## src/rtl/hack_pkg.sv

```systemverilog
// Shared definitions for the 16-bit logic datapath and its arbiter.
//   op_e    : bitwise operation selector (AND/OR/XOR/NOT a)
//   state_e : arbiter FSM state encoding
//   DEF_WIDTH : default operand/result width
package hack_pkg;
  localparam int DEF_WIDTH = 16;

  typedef enum logic [1:0] {
    OP_AND = 2'b00,
    OP_OR  = 2'b01,
    OP_XOR = 2'b10,
    OP_NOT = 2'b11
  } op_e;

  typedef enum logic [1:0] {
    ST_IDLE = 2'b00,
    ST_EXEC = 2'b01,
    ST_RESP = 2'b10
  } state_e;
endpackage

```

## src/rtl/logic16_unit.sv

```systemverilog
// Combinational bitwise logic unit: WIDTH independent 1-bit gate slices.
//   op : operation select (op_e)
//   a  : operand a
//   b  : operand b (ignored for OP_NOT)
//   y  : result; bit i depends only on a[i], b[i]
module logic1_gate
  import hack_pkg::*;
(
  input  op_e  op,
  input  logic a,
  input  logic b,
  output logic y
);
  logic g_and, g_or, g_xor, g_not;

  assign g_and = a & b;
  assign g_or  = a | b;
  assign g_xor = a ^ b;
  assign g_not = ~a;

  always_comb begin
    y = g_and;
    case (op)
      OP_AND:  y = g_and;
      OP_OR:   y = g_or;
      OP_XOR:  y = g_xor;
      OP_NOT:  y = g_not;
      default: y = g_and;
    endcase
  end
endmodule

module logic16_unit
  import hack_pkg::*;
#(
  parameter int WIDTH = DEF_WIDTH
) (
  input  op_e              op,
  input  logic [WIDTH-1:0] a,
  input  logic [WIDTH-1:0] b,
  output logic [WIDTH-1:0] y
);
  for (genvar i = 0; i < WIDTH; i++) begin : g_bit
    logic1_gate u_gate (
      .op (op),
      .a  (a[i]),
      .b  (b[i]),
      .y  (y[i])
    );
  end
endmodule

```

## src/rtl/logic16_arbiter.sv

```systemverilog
// Two-port round-robin arbiter in front of the shared bitwise logic unit.
//   clk, reset : clock, synchronous active-high reset
//   req_*      : per-port valid/ready request (op, a, b)
//   rsp_*      : per-port valid/ready response; rsp_data shared by both ports
//   busy       : high whenever a transaction is in flight
// One transaction at a time: IDLE (grant) -> EXEC (compute) -> RESP (hold result).
module logic16_arbiter
  import hack_pkg::*;
#(
  parameter int WIDTH = DEF_WIDTH,
  parameter int NREQ  = 2
) (
  input  logic                       clk,
  input  logic                       reset,
  input  logic [NREQ-1:0]            req_valid,
  output logic [NREQ-1:0]            req_ready,
  input  logic [NREQ-1:0][1:0]       req_op,
  input  logic [NREQ-1:0][WIDTH-1:0] req_a,
  input  logic [NREQ-1:0][WIDTH-1:0] req_b,
  output logic [NREQ-1:0]            rsp_valid,
  input  logic [NREQ-1:0]            rsp_ready,
  output logic [WIDTH-1:0]           rsp_data,
  output logic                       busy
);
  if (NREQ != 2) begin : g_nreq_chk
    $error("logic16_arbiter supports exactly two requesters");
  end

  state_e           state;
  logic             rr_last;   // port granted most recently
  logic             g_r;       // port owning the in-flight transaction
  op_e              op_r;
  logic [WIDTH-1:0] a_r, b_r;
  logic [WIDTH-1:0] unit_y;
  logic             win;
  logic [1:0]       grant;

  // Winner selection: contention goes to the port that did not win last.
  // Grant is suppressed while reset is high so no request is consumed then.
  always_comb begin
    win   = 1'b0;
    grant = 2'b00;
    if (state == ST_IDLE && !reset && req_valid != 2'b00) begin
      win   = (req_valid == 2'b11) ? ~rr_last : req_valid[1];
      grant = 2'b01 << win;
    end
  end

  assign req_ready = grant;

  logic16_unit #(.WIDTH(WIDTH)) u_unit (
    .op (op_r),
    .a  (a_r),
    .b  (b_r),
    .y  (unit_y)
  );

  always_ff @(posedge clk) begin
    if (reset) begin
      state     <= ST_IDLE;
      rr_last   <= 1'b1;
      g_r       <= 1'b0;
      op_r      <= OP_AND;
      a_r       <= '0;
      b_r       <= '0;
      rsp_data  <= '0;
      rsp_valid <= 2'b00;
      busy      <= 1'b0;
    end else begin
      case (state)
        ST_IDLE: begin
          if (grant != 2'b00) begin
            op_r  <= op_e'(req_op[win]);
            a_r   <= req_a[win];
            b_r   <= req_b[win];
            g_r   <= win;
            busy  <= 1'b1;
            state <= ST_EXEC;
          end
        end
        ST_EXEC: begin
          rsp_data  <= unit_y;
          rsp_valid <= 2'b01 << g_r;
          state     <= ST_RESP;
        end
        ST_RESP: begin
          // rsp_ready on the other port has no effect.
          if (rsp_ready[g_r]) begin
            rr_last   <= g_r;
            rsp_valid <= 2'b00;
            busy      <= 1'b0;
            state     <= ST_IDLE;
          end
        end
        default: begin
          rsp_valid <= 2'b00;
          busy      <= 1'b0;
          state     <= ST_IDLE;
        end
      endcase
    end
  end
endmodule

```

## config.mk

```make
export PLATFORM = sky130hd
export DESIGN_NAME = logic16_arbiter
export DESIGN_NICKNAME = d
export VERILOG_FILES = /design/src/rtl/hack_pkg.sv /design/src/rtl/logic16_unit.sv /design/src/rtl/logic16_arbiter.sv
export SDC_FILE = /design/constraint.sdc
export NUM_CORES = 1
export LEC_CHECK = 0
export CAP_MARGIN = 0
export CORE_ASPECT_RATIO = 1.75
export CORE_MARGIN = 2
export CORE_UTILIZATION = 37
export DETAILED_ROUTE_END_ITERATION = 6
export PLACE_DENSITY = 0.73
export SETUP_SLACK_MARGIN = 0.15
export SYNTH_ARGS = -nofsm -noshare
export SYNTH_HDL_FRONTEND = slang
export SYNTH_SLANG_ARGS = --single-unit
```

## constraint.sdc

```tcl
create_clock -name clk -period 1.9 [get_ports clk]
set_input_delay 0.38 -clock clk [delete_from_list [all_inputs] [get_ports clk]]
set_output_delay 0.38 -clock clk [all_outputs]
set_load 0.02 [all_outputs]
```

Word level (Yosys, flattened, before mapping)
Cells that the tools add are included.

Flip-flop bits (word level): 57. Input port bits: 74. Output and inout port bits: 21. Word-level logic and storage cells: 134.

$lt $le $gt $ge: 2. Equal/unequal tests: 8. Shift-type cells: 2. Mux-type cells: 34. Bitwise logic cells: 67. Reductions and logical operators: 12.

Operators by type and width (number): $mux W16 (4); $pmux W1 S4 (16); $not A1 Y1 (19); $and A1 B1 Y1 (16); $or A1 B1 Y1 (16); $xor A1 B1 Y1 (16); $pmux W2 S3 (2); $mux W2 (5); $eq A2 B2 Y1 const B (4); $reduce_and A2 Y1 (4); $mux W1 (6); $eq A2 B1 Y1 const B (2); $logic_not A2 Y1 (2); $lt A1 B2 Y1 const B (2); $reduce_bool A2 Y1 (2); $shl A1 B1 Y2 const A (2); $pmux W1 S3 (1); $reduce_and A3 Y1 (1); $logic_and A1 B1 Y1 (2); $ne A2 B1 Y1 const B (1); $ne A2 B2 Y1 const B (1); $logic_not A1 Y1 (1).

Depth between registers and ports, before layout
Depth in word-level cells: 7. Depth in mapped cells: 6. Mapped depth without buffers: 5.

By module
From an unflattened synthesis, not the netlist that was laid out.

Cell total of the unflattened synthesis: 402. Area, all modules: 3598.5 um^2.

By module, submodules not included: logic16_arbiter (times used 1, cells an instance 306, area an instance 2657.5 um^2); logic1_gate (times used 16, cells an instance 6, area an instance 58.8 um^2).

Worst setup path before layout
Ideal clock, no wire load.

Path type: input-to-output. Start: input port reset. End: output port req_ready[1]. Arrival time: 1.211 ns. Slack: 0.309 ns. Stages: 5. Path through: buf_2 nor3_4 buf_4 and2_1 buf_4.

Word-level cells in the longest chain between the ends: 4.

Ends and longest elaborated chain: from (decl) (RTL line logic16_arbiter.sv:14) `input logic reset,`; $logic_not A1 Y1 (RTL line logic16_arbiter.sv:43) `if (state == ST_IDLE && !reset && req_valid != 2'b00) begin`; $logic_and A1 B1 Y1 (2 in series) (RTL line logic16_arbiter.sv:43); $mux W2 (RTL line logic16_arbiter.sv:43); to (decl) (RTL line logic16_arbiter.sv:16) `output logic [NREQ-1:0] req_ready,`.

No other way between the ends.

Final worst setup path
Start: input port req_valid[0]. End: output port req_ready[1].

Word-level cells in the longest chain between the ends: 4. Elaborated cells on any way between the ends: 6. Classes of those cells: eq/ne: 1; shift: 1; mux: 2; reduce/logical: 2.

Ends and longest elaborated chain: from (decl) (RTL line logic16_arbiter.sv:15) `input logic [NREQ-1:0] req_valid,`; $eq A2 B2 Y1 (RTL line logic16_arbiter.sv:44) `win = (req_valid == 2'b11) ? ~rr_last : req_valid[1];`; $mux W1 (RTL line logic16_arbiter.sv:44); $shl A1 B1 Y2 (RTL line logic16_arbiter.sv:45) `grant = 2'b01 << win;`; $mux W2 * (RTL line logic16_arbiter.sv:43).

Mark *: on every way between the ends. The rest lies on a longest branch, timed or not.

==> flow_metrics.py <==
metrics = {
    "setup_path": {
        "path_max_fanout": 4,
        "critical_path.top_delay_family": "buffers and inverters",
        "cp.required_ns": 1.52,
        "critPathMaxStageDelay_ns": 0.47,
        "path_cells": "clkdlybuf4s50_1 > a21boi_2 > and2_4 > buf_4",
        "cp_slowest_cell": "clkdlybuf4s50_1",
        "crit_type": "in2out",
        "path_buf_inv": 2,
        "cp.arrival_ns": 1.34,
        "endpoint_kind": "output port",
        "start_kind": "primary input",
    },
    "clock_network": {
        "cts_root_buffer": "clkbuf_16",
        "cts_tree": "built",
        "clkSinkCount": 57,
        "clk_pin_slew_ns": 0.05,
        "hold_buffers": 0,
        "cts_inserted_buffers": 9,
        "clock_tree.htree_level_count": 3,
        "ctsLongestPathBuffers": 2,
        "clock_latency_ns": 0.33,
    },
    "detailed_routing": {
        "wl_mm": 8.73,
        "drc_errors": 0,
        "num_vias": 2828,
        "ant_nets": 0,
        "drt_iter0_markers": 107,
        "drt-wirelength-per-cell_um": 16.4,
        "vias_per_cell": 5.31,
        "first_pass_iters": 4,
    },
    "placement": {
        "place.gp.congestion": 0.857,
        "hpwl_mm": 6.46,
        "dp_cells": 516,
        "port_buffers": 94,
    },
    "sta": {
        "max_freq_mhz": 583,
        "maxSlewHeadroom_pct": 42.3,
        "rsz0062_at_grt": "true",
        "fin_crit_ns": 1.72,
        "finClkSkew_ns": 0.00524,
        "timing.hold.ws_ns": 0.475,
        "max_slew.worst_pin.slew_ns": 0.866,
        "post-route-period-util_pct": 90.3,
        "hold_viol": 0,
        "setup-violations-final": 0,
        "drv_slew": 0,
    },
    "global_route": {
        "grt_first_pass_wirelength_mm": 14.1,
        "grt_usage_pct": 19.6,
        "grt-ovfl-total": 0,
        "antenna_found_initial": 0,
        "grt_max_degree": 48,
        "grt_pass1_vias": 2941,
    },
    "die": {
        "fp.dieH_um": 128,
        "fp.coreArea_um2": 8610,
        "placementRows": 45,
        "initial_core_util_pct": 37.8,
        "die_area_um2": 9600,
        "io_pins": 95,
        "fp.dieW_um": 74.9,
    },
    "run": {
        "cap_violations": 0,
    },
    "worst_hold_path": {
        "hp-class": "reg2reg",
    },
    "pwr": {
        "vdd_ir_drop_max_mv": 0.492,
        "power_mw": 3.95,
        "leakage_nw": 1.99,
        "power.density_nw_per_um2": 852,
    },
    "synthesis": {
        "synth_warnings": 0,
        "ys_ff_latch": 57,
        "syn_nets": 424,
        "synth.cell_area_um2": 3260,
        "syn_inst": 318,
        "ys_types": 30,
        "syn_avg_cell_area_um2": 10.2,
        "yosysSeqAreaShare_pct": 35.0,
    },
    "final_layout": {
        "fin_nets": 517,
        "drive_above_1_share_pct": 13.5,
        "mostFrequentLayoutCells": "89 x clkdlybuf4s50_1, 56 x dfxtp_1, 49 x inv_1",
        "fillers": 766,
        "final_common_cell": "clkdlybuf4s50_1",
        "area_growth_pct": 42.5,
        "stdcell_count": 533,
        "diodes": 0,
        "utilization_pct": 53.9,
    },
    "run_status": {
        "status": "finished clean",
    },
}
## metrics by stage
step | area, µm² | setup slack (ns) | setup TNS (ns)
after floorplan | 3260 | 0.309 | 0
final | 4640 | 0.184 | 0
after global placement | 4320 | -0.329 | -6.03
after detailed placement | 4320 | -0.354 | -7.60
after global routing | 4640 | 0.129 | 0
after CTS | 4620 | 0.160 | 0
## final timing paths
check                             from                        end  slack [ns]  depth (start not counted)
min reg2reg  rsp_data[15]$_SDFFE_PP0N_  rsp_data[15]$_SDFFE_PP0N_        0.48                          1
max                       req_valid[0]               req_ready[1]        0.18                          4
min          rsp_data[15]$_SDFFE_PP0N_  rsp_data[15]$_SDFFE_PP0N_        0.48                          1
max reg2reg      state[1]$_SDFFE_PP0P_        a_r[9]$_SDFFE_PP0P_        0.36                          5
## cell families (layout without fill, tap and decap cells)
kind of cell | count (synthesis) | after routing | synth area share [%]
DFF | 57 | 57 | 35.0
AOI/OAI and AO/OA | 101 | 101 | 24.1
and+or+nand+nor | 34 | 34 | 6.45
buffers and inverters | 77 | 175 | 10.8
muxes | 17 | 17 | 11.4
adders and majority gates | 32 | 32 | 12.3
## flip-flops by register name (all words and copies together), names as in the netlist, 2 cells and up
| name | flops |
|---|---|
| rsp_data | 16 |
| op_r | 2 |
| b_r | 16 |
| state | 2 |
| rsp_valid | 2 |
| a_r | 16 |
## worst reg2reg max path: stages (launching register included)
cell and delay, ns:
dfxtp_2 0.36, nor3_4 0.24, buf_6 0.33, and2_1 0.24, buf_12 0.16, o32ai_1 0.09
## final cells by class
class	count	area (µm²)	area share [%]
multi-input combinational	184	1770	38.2
sequential	57	1140	24.6
timing repair buffer	110	1090	23.4
clock buffer	14	274	5.90
inverter	49	184	3.96
tap	117	146	3.15
clock inverter	2	35.0	0.755
## synth_stat cells, drive strengths merged
cell / n / share of area (%)
a21bo: 1 / 0.31
nand2b: 3 / 0.58
buf: 21 / 4.3
nor2b: 3 / 0.58
and3: 17 / 3.3
inv: 49 / 5.6
a21oi: 26 / 4.2
o21bai: 2 / 0.46
o21ai: 2 / 0.31
o211ai: 18 / 4.1
a21o: 1 / 0.23
a21boi: 1 / 0.35
dfxtp: 57 / 35
nand2: 2 / 0.23
ha: 32 / 12
nand3b: 1 / 0.23
clkbuf: 7 / 0.81
or2: 1 / 0.19
mux4: 16 / 11
nor3: 1 / 0.50
nand3: 1 / 0.15
a22o: 16 / 4.3
a221o: 16 / 4.9
o32ai: 18 / 4.8
nor2: 3 / 0.35
mux2i: 1 / 0.31
and2: 2 / 0.38
## per-layer routing
metal  vias up  share of wire [%]  GRT usage, %
met4         0                2.8          8.09
met2        70                 56          35.9
met5         -                  0             0
met3        15                3.5          4.80
li1       1364                  -             -
met1      1379                 38          20.3
## power breakdown
group | total, mW | internal (mW) | switching (mW)
registers | 1.41 | 1.31 | 0.0929
logic | 0.897 | 0.488 | 0.409
clock network | 1.65 | 1.12 | 0.530
## repair_timing
action                     in CTS  in global routing
gates resized for setup        13                  3
setup endpoints to repair      18                 18
pin swaps                       1                  0
buffers inserted                0                  1
(Power assumes the default switching activity.)
